## config.mk

```make
export PLATFORM = sky130hd
export DESIGN_NAME = stepper_axis_driver
export DESIGN_NICKNAME = d
export VERILOG_FILES = /design/src/rtl/stepper_axis_driver.sv
export SDC_FILE = /design/constraint.sdc
export NUM_CORES = 1
export LEC_CHECK = 0
export CORE_MARGIN = 1.5
export CORE_UTILIZATION = 50
export DETAILED_ROUTE_END_ITERATION = 7
export PLACE_DENSITY = 0.77
export SYNTH_ARGS = -nofsm -noshare
export SYNTH_HDL_FRONTEND = slang
export SYNTH_SLANG_ARGS = --single-unit
export TNS_END_PERCENT = 50
```

## constraint.sdc

```tcl
create_clock -name clk -period 3 [get_ports clk]
set_input_delay 0.75 -clock clk [delete_from_list [all_inputs] [get_ports clk]]
set_output_delay 0.75 -clock clk [all_outputs]
set_load 0.02 [all_outputs]
```

## src/rtl/stepper_axis_driver.sv

```systemverilog
// Per-axis stepper driver: turns a latched move command (count, period,
// direction) into a timed step/dir pulse train plus a 4-phase full-step
// coil pattern. Reports busy, remaining steps and a one-cycle done pulse.
module stepper_axis_driver #(
    parameter int PULSE_W    = 4,
    parameter int MIN_PERIOD = 8,
    parameter int CNT_W      = 16
) (
    input  logic             clk,
    input  logic             rst,
    input  logic             start,
    input  logic             abort,
    input  logic             dir_in,
    input  logic [CNT_W-1:0] steps_in,
    input  logic [CNT_W-1:0] period_in,
    input  logic             hold,
    output logic             step,
    output logic             dir,
    output logic             busy,
    output logic             done,
    output logic [CNT_W-1:0] remaining,
    output logic [1:0]       phase,
    output logic [3:0]       coils
);

    localparam int                PW_W    = (PULSE_W > 1) ? $clog2(PULSE_W) : 1;
    localparam logic [PW_W-1:0]   PW_LOAD = PW_W'(PULSE_W - 1);
    localparam logic [CNT_W-1:0]  MIN_P   = CNT_W'(MIN_PERIOD);
    localparam logic [CNT_W-1:0]  CNT_ONE = CNT_W'(1);

    typedef enum logic [1:0] {
        IDLE = 2'd0,
        RUN  = 2'd1,
        FIN  = 2'd2
    } state_t;

    state_t           state_r;
    logic             step_r;
    logic             dir_r;
    logic             busy_r;
    logic             done_r;
    logic [CNT_W-1:0] remaining_r;
    logic [1:0]       phase_r;
    logic [3:0]       coils_r;
    logic [CNT_W-1:0] period_r;
    logic [CNT_W-1:0] cnt_r;
    logic [PW_W-1:0]  pw_r;
    logic [CNT_W-1:0] period_eff_s;
    logic [1:0]       phase_next_s;
    logic [1:0]       phase_start_s;

    // Advance the electrical phase one full step in the given direction (mod 4).
    function automatic logic [1:0] phase_step(input logic [1:0] p, input logic fwd);
        logic [1:0] r;
        if (fwd) begin
            r = p + 2'd1;
        end else begin
            r = p - 2'd1;
        end
        return r;
    endfunction

    // One-hot coil drive for a phase, or all coils off when not energised.
    function automatic logic [3:0] coil_drive(input logic [1:0] p, input logic en);
        logic [3:0] r;
        if (en) begin
            case (p)
                2'd0:    r = 4'b0001;
                2'd1:    r = 4'b0010;
                2'd2:    r = 4'b0100;
                2'd3:    r = 4'b1000;
                default: r = 4'b0000;
            endcase
        end else begin
            r = 4'b0000;
        end
        return r;
    endfunction

    // Commanded periods shorter than the motor can follow are stretched.
    assign period_eff_s  = (period_in < MIN_P) ? MIN_P : period_in;
    assign phase_next_s  = phase_step(phase_r, dir_r);
    assign phase_start_s = phase_step(phase_r, dir_in);

    // Move sequencer: accepts commands, times steps, drives all registered outputs.
    always_ff @(posedge clk or posedge rst) begin
        if (rst) begin
            state_r     <= IDLE;
            step_r      <= 1'b0;
            dir_r       <= 1'b0;
            busy_r      <= 1'b0;
            done_r      <= 1'b0;
            remaining_r <= '0;
            phase_r     <= 2'd0;
            coils_r     <= 4'b0000;
            period_r    <= '0;
            cnt_r       <= '0;
            pw_r        <= '0;
        end else begin
            case (state_r)
                IDLE: begin
                    step_r <= 1'b0;
                    pw_r   <= '0;
                    if (start && !abort) begin
                        dir_r    <= dir_in;
                        period_r <= period_eff_s;
                        if (steps_in == '0) begin
                            // Empty move: no step, just the completion pulse.
                            state_r     <= FIN;
                            busy_r      <= 1'b0;
                            done_r      <= 1'b1;
                            remaining_r <= '0;
                            cnt_r       <= '0;
                            coils_r     <= coil_drive(phase_r, hold);
                        end else begin
                            // First step goes out on the accepting edge.
                            state_r     <= RUN;
                            busy_r      <= 1'b1;
                            done_r      <= 1'b0;
                            step_r      <= 1'b1;
                            pw_r        <= PW_LOAD;
                            cnt_r       <= period_eff_s - CNT_ONE;
                            remaining_r <= steps_in - CNT_ONE;
                            phase_r     <= phase_start_s;
                            coils_r     <= coil_drive(phase_start_s, 1'b1);
                        end
                    end else begin
                        busy_r  <= 1'b0;
                        done_r  <= 1'b0;
                        coils_r <= coil_drive(phase_r, hold);
                    end
                end
                RUN: begin
                    done_r <= 1'b0;
                    if (abort) begin
                        // Abort freezes remaining and phase; no completion pulse.
                        state_r <= IDLE;
                        busy_r  <= 1'b0;
                        step_r  <= 1'b0;
                        pw_r    <= '0;
                        cnt_r   <= '0;
                        coils_r <= coil_drive(phase_r, hold);
                    end else if (cnt_r == '0) begin
                        if (remaining_r != '0) begin
                            step_r      <= 1'b1;
                            pw_r        <= PW_LOAD;
                            cnt_r       <= period_r - CNT_ONE;
                            remaining_r <= remaining_r - CNT_ONE;
                            phase_r     <= phase_next_s;
                            coils_r     <= coil_drive(phase_next_s, 1'b1);
                        end else begin
                            // Last step's full period has elapsed.
                            state_r <= FIN;
                            busy_r  <= 1'b0;
                            done_r  <= 1'b1;
                            step_r  <= 1'b0;
                            coils_r <= coil_drive(phase_r, hold);
                        end
                    end else begin
                        cnt_r   <= cnt_r - CNT_ONE;
                        step_r  <= (pw_r != '0);
                        coils_r <= coil_drive(phase_r, 1'b1);
                        if (pw_r != '0) begin
                            pw_r <= pw_r - PW_W'(1);
                        end else begin
                            pw_r <= pw_r;
                        end
                    end
                end
                FIN: begin
                    state_r <= IDLE;
                    busy_r  <= 1'b0;
                    done_r  <= 1'b0;
                    step_r  <= 1'b0;
                    coils_r <= coil_drive(phase_r, hold);
                end
                default: begin
                    state_r <= IDLE;
                    busy_r  <= 1'b0;
                    done_r  <= 1'b0;
                    step_r  <= 1'b0;
                    coils_r <= 4'b0000;
                end
            endcase
        end
    end

    assign step      = step_r;
    assign dir       = dir_r;
    assign busy      = busy_r;
    assign done      = done_r;
    assign remaining = remaining_r;
    assign phase     = phase_r;
    assign coils     = coils_r;

endmodule

```

**Yosys cells after proc, flatten, opt, wreduce, memory -nomap -nowiden**

Cells that the tools add are included.

- Add/subtract/negate cells: 8
- Magnitude comparators: 1
- Reductions and logical operators: 18
- Multipliers: 0
- Muxes and demuxes: 60
- Shifts and indexed selects: 0
- Eq/ne operators: 20
- Bitwise operators: 0
- Div/mod/pow operators: 0

Operators by type and width:

| cell | number |
|---|---|
| 16-bit two-way mux | 11 |
| 16-bit by 1-bit subtractor with 16-bit output (second input constant) | 5 |
| 16-bit case mux with 2 select lines | 2 |
| 4-bit case mux with 4 select lines | 3 |
| 2-bit two-way mux | 18 |
| 16-bit logical NOT | 2 |
| 4-bit two-way mux | 6 |
| 16-bit by 4-bit less-than comparator with 1-bit output (second input constant) | 1 |
| 16-bit nonzero test | 1 |
| 2-bit equality test (second input constant) | 7 |
| 1-bit two-way mux | 13 |
| 2-bit case mux with 2 select lines | 3 |
| 4-bit case mux with 3 select lines | 1 |
| 2-bit inequality test (second input constant) | 5 |
| 3-bit AND reduction | 3 |
| 2-bit by 1-bit equality test with 1-bit output (second input constant) | 4 |
| 2-bit logical NOT | 4 |
| 4-bit inequality test (second input constant) | 2 |
| 3-bit inequality test (second input constant) | 2 |
| 1-bit case mux with 2 select lines | 3 |
| 6-bit AND reduction | 1 |
| 5-bit AND reduction | 1 |
| 2-bit AND reduction | 2 |
| 2-bit nonzero test | 2 |
| other kinds (4) | 5 |

- Word-level logic and storage cells: 118
- Memories: 0
- RAM bits: 0
- Register bits after elaboration: 62
- Input bits: 38
- Bits in read-only memories: 0
- Latch bits: 0
- Output and inout bits: 26

**Longest topological paths before layout**

- Word-level depth: 8
- Depth in mapped cells: 13
- Gate-level depth less buffers: 12

**Worst setup path before layout**

OpenSTA, ideal clock, no wires.

- Path kind: input port to flip-flop
- Start point: input period_in[5]
- End point: register cnt_r[8]
- Buffers on the path: 1
- Required time: 2,876 ps
- Setup time: 124 ps
- Arrival time: 4,165 ps
- Cell stages on the path: 13
- Setup slack: -1,289 ps
- Path through: or4_4 or4_4 or2_1 buf_6 nand2_1 ha_1 or3b_2 nor2_1 o21ai_2 or4_2 xor2_1 nor2_1 a211o_1

- Word-level cells in the longest chain between the ends: 6

RTL lines:

| item | RTL line | RTL |
|---|---|---|
| start: declaration | 15 | `input logic [CNT_W-1:0] period_in,` |
| 16-bit by 4-bit less-than comparator with 1-bit output | 81 | `assign period_eff_s = (period_in < MIN_P) ? MIN_P : period_in;` |
| 16-bit two-way mux (*) | 81 |  |
| 16-bit by 1-bit subtractor with 16-bit output (*) | 122 | `cnt_r <= period_eff_s - CNT_ONE;` |
| 16-bit two-way mux (*) | 107 | `if (steps_in == '0) begin` |
| 16-bit two-way mux (*) | 104 | `if (start && !abort) begin` |
| 16-bit case mux with 2 select lines (*) | 100 | `case (state_r)` |
| end signal: assignment | 122 |  |
| end signal: assignment | 147 | `cnt_r <= period_r - CNT_ONE;` |
| end signal: assignment | 160 | `cnt_r <= cnt_r - CNT_ONE;` |
| end: declaration | 46 | `logic [CNT_W-1:0] cnt_r;` |

Every way passes the cells marked *; elsewhere a longest branch is shown, timed or not. The select of a mux whose other input is x is not followed.
A chain may end at the register's enable or synchronous reset.

**Worst setup path after layout**

- Start point: input period_in[10]
- End point: register cnt_r[8]

- Word-level cells in the longest chain between the ends: 6

RTL lines:

| item | RTL line |
|---|---|
| 16-bit by 4-bit less-than comparator with 1-bit output | 81 |
| 16-bit two-way mux | 81 |
| 16-bit by 1-bit subtractor with 16-bit output | 122 |
| 16-bit two-way mux | 107 |
| 16-bit two-way mux | 104 |
| 16-bit case mux with 2 select lines | 100 |

Every way passes these cells. The select of a mux whose other input is x is not followed.

==> flow_summary.json <==
{
  "cts_hold_buf": 0,
  "cts_sinks": 62,
  "syn2layout_area_growth_pct": 41.16,
  "required_ns": 3.24,
  "slowest_delay_ns": 0.54,
  "dieArea_um2": 9363,
  "slew_violations": 0,
  "critPathBufInv": 1,
  "drc": 0,
  "synth_area_leader_cell": "dfrtp_1",
  "start_util_pct": 50.90,
  "viasPerCell": 6.140,
  "core.rowCount": 34,
  "worstMarginPinSlew_ns": 0.5608,
  "cellPowerDensity_nw_per_um2": 547.9,
  "start_kind": "input pin",
  "cts_buffers": 9,
  "hpwl_um": 11100,
  "clkLatencyLatePin_ns": 0.35,
  "grt_max_degree": 30,
  "max_freq_mhz": 280.9,
  "die_w_um": 96.76,
  "cp.depth": 13,
  "violations": "negative setup slack",
  "grt_pass1_vias": 5143,
  "ys_seq_area_share_pct": 35.30,
  "r2r_slack_ns": -0.18,
  "synth_ff_type": "dfrtp_1",
  "routed_wl_um": 14790,
  "status": "finished, violations left",
  "synth_area_um2": 4395,
  "r2r-end": "cnt_r[12]",
  "antenna_cells": 0,
  "critPathTopFamily": "simple AND/OR/NAND/NOR gates",
  "place.gp.congestion": 1.005,
  "rsz0062_at_grt": "yes",
  "io_pins": 64,
  "syn-num-nets": 581,
  "final_util_pct": 71.85,
  "cp.arrival_ns": 3.80,
  "min-delay-path-class": "reg -> reg",
  "postRouteAntennaNets": 0,
  "cts_htree_levels": 3,
  "first_pass_iters": 5,
  "setup_viol": 6,
  "drtIter0Drc": 376,
  "avgSynthCellArea_um2": 8.231,
  "fp.dieH_um": 96.76,
  "slowest_stage": "or4_4",
  "ys_seq_elements": 62,
  "rr_worst_depth": 12,
  "vdd_drop_max_mv": 0.4782,
  "setup_slack_ns": -0.5603,
  "antenna_found_initial": 0,
  "clockBufferDepth": 2,
  "slew_headroom_pct": 62.27,
  "syn_inst": 534,
  "synth-edff-count": 0,
  "worst_path_most_repeated_cell": "or4_4",
  "finalCriticalPeriod_ns": 3.560,
  "core_area_um2": 8636,
  "endpoint_kind": "flop",
  "whs_ns": 0.5283,
  "worstSetupStartpoint": "period_in[10]",
  "cts_tree": "built",
  "crit_end": "cnt_r[8]",
  "drive_gt1_share_pct": 24.86,
  "finalHoldViolations": 0,
  "cap_violations": 0,
  "wl_per_cell_um": 18.31,
  "crit_chain": "buf_6 -> or4_4 -> or4_4 -> or2_4 -> nand2_4 -> ha_4 -> or3b_4 -> nor2_4 -> o21ai_2 -> or4_4 -> xor2_1 -> nor2_1 -> a211o_1",
  "dr_total_vias": 4961,
  "cts-root-buf": "clkbuf_8",
  "ys_warn_count": 0,
  "synth.top_cell.area_share_pct": 35.30,
  "gr-total-overflow": 0,
  "port_buffers": 63,
  "critPathKind": "in -> reg",
  "clkSlewWorstSetupHoldPaths_ns": 0.07,
  "crit_fanout": 4,
  "layout.nets": 742,
  "r2r-start": "cnt_r[3]",
  "fin_skew_ns": 0.006629,
  "grt_usage_pct": 31.78,
  "synth_area_leaders": "dfrtp_1, nand2_1, o21ai_0, nor2_1, a21oi_1",
  "p_leak_uw": 0.002640,
  "yosysUniqueCellTypes": 71,
  "finalCritPeriodShare_pct": 118.7,
  "synthArstFlopShare_pct": 100.0,
  "grt_pass1_wl_um": 24090
}
power by group:
group	total [uW]	switching, uW	internal, uW	leakage (uW)
Combinational	1400	727	675	0.00176
Sequential	1230	217	1010	0.000776
Clock	766	341	425	0.000106
Total	3400	1280	2120	0.00264
worst register-to-register path: cells and delay by family, from the launching register on:
family,cells,cell delay [ns]
AOI/OAI and AO/OA,4,0.72
adders and majority gates,1,0.21
DFF,1,0.43
muxes,1,0.38
and+or+nand+nor,6,1.40
cells by family after synthesis:
| kind of cell | count (synthesis) | synth area share [%] |
|---|---|---|
| xor gates and xnor gates | 30 | 6.149 |
| AOI/OAI and AO/OA | 156 | 23.57 |
| muxes | 8 | 1.907 |
| buffers and inverters | 38 | 3.757 |
| adders and majority gates | 9 | 2.562 |
| and+or+nand+nor | 231 | 26.76 |
| DFF | 62 | 35.30 |
metal layers:
metal	vias up	track usage (%)	part of all wire [%]
met3	60	7.153	8.1
met1	2348	37.87	39
met2	277	53.52	50
met5	-	0	0
met4	0	16.61	3.7
li1	2276	-	-
cell type report:
cell class | count | area, um2
Clock buffer | 12 | 155.1
Clock inverter | 4 | 45.04
Fill cell | 663 | 2431
Inverter | 12 | 45.04
Multi-Input combinational cell | 434 | 2749
Sequential cell | 62 | 1551
Tap cell | 108 | 135.1
Timing Repair Buffer | 176 | 1524
sequential cells by signal (all words and copies together) (netlist names), 2 cells and up:
name	cells
phase	2
remaining	16
period_r	16
cnt_r	16
state_r	2
coils	4
pw_r	2
worst min path at each step:
stage | from | to | slack (ns) | cells past startpoint
after CTS | period_r[10] | period_r[10] | 0.52 | 2
final | pw_r[1] | pw_r[1] | 0.53 | 2
after global placement | period_r[10] | period_r[10] | 0.49 | 2
after global routing | pw_r[1] | pw_r[1] | 0.55 | 2
after detailed placement | period_r[10] | period_r[10] | 0.51 | 2
after floorplan | period_r[10] | period_r[10] | 0.46 | 2
Yosys cell counts (all sizes together) (4+ instances only):
library cell,n
a21oi,31
nand2,81
nor3,21
nand2b,6
xor2,13
or3,8
or2,7
ha,9
dfrtp,62
buf,9
o21ai,46
xnor2,17
o31ai,5
o211ai,6
mux2i,5
o22ai,14
a2bb2oi,4
clkbuf,17
inv,12
a31oi,8
nor2b,5
o221ai,5
nor2,49
nand3,8
or4,11
a22o,10
nor4,18
cell usage in the layout, fill, tap and decap left out, types with 4 or more instances in the layout:
cell             instances
buf_4                  108
nand2_1                 78
dfrtp_1                 62
clkdlybuf4s50_1         55
nor2_1                  44
o21ai_0                 42
a21oi_1                 31
nor3_1                  20
xnor2_1                 17
nor4_1                  14
o22ai_1                 14
xor2_1                  12
inv_1                   11
clkbuf_8                11
a22o_1                  10
a31oi_1                  8
ha_1                     8
nand3_1                  7
or4_1                    7
nand2b_1                 6
or3_1                    6
or2_2                    6
nor2b_1                  5
o221ai_1                 5
mux2i_1                  5
o31ai_1                  5
o211ai_1                 5
nor4_2                   4
or4_4                    4
buf_12                   4
stage by stage:
stage / instances / setup WS, ns / area [um2] / power [uW] / setup TNS (ns)
2_1_floorplan: 534 / -0.9575 / 4436 / 1934 / -3.791
3_3_place_gp: 785 / -1.332 / 5927 / 2558 / -9.931
3_5_place_dp: 785 / -1.411 / 5927 / 2605 / -12.16
4_1_cts: 804 / -0.5684 / 6155 / 3373 / -2.344
5_1_grt: 808 / -0.6268 / 6205 / 3571 / -2.976
6_report: 808 / -0.5603 / 6205 / 3399 / -2.509
timing repair:
action	CTS	global route
buffers inserted	3	4
cloned	0	0
pin swaps	8	5
endpoints found under the setup margin	7	6
gates resized for setup	30	4
No activity file was read; power rests on OpenSTA's default activity.
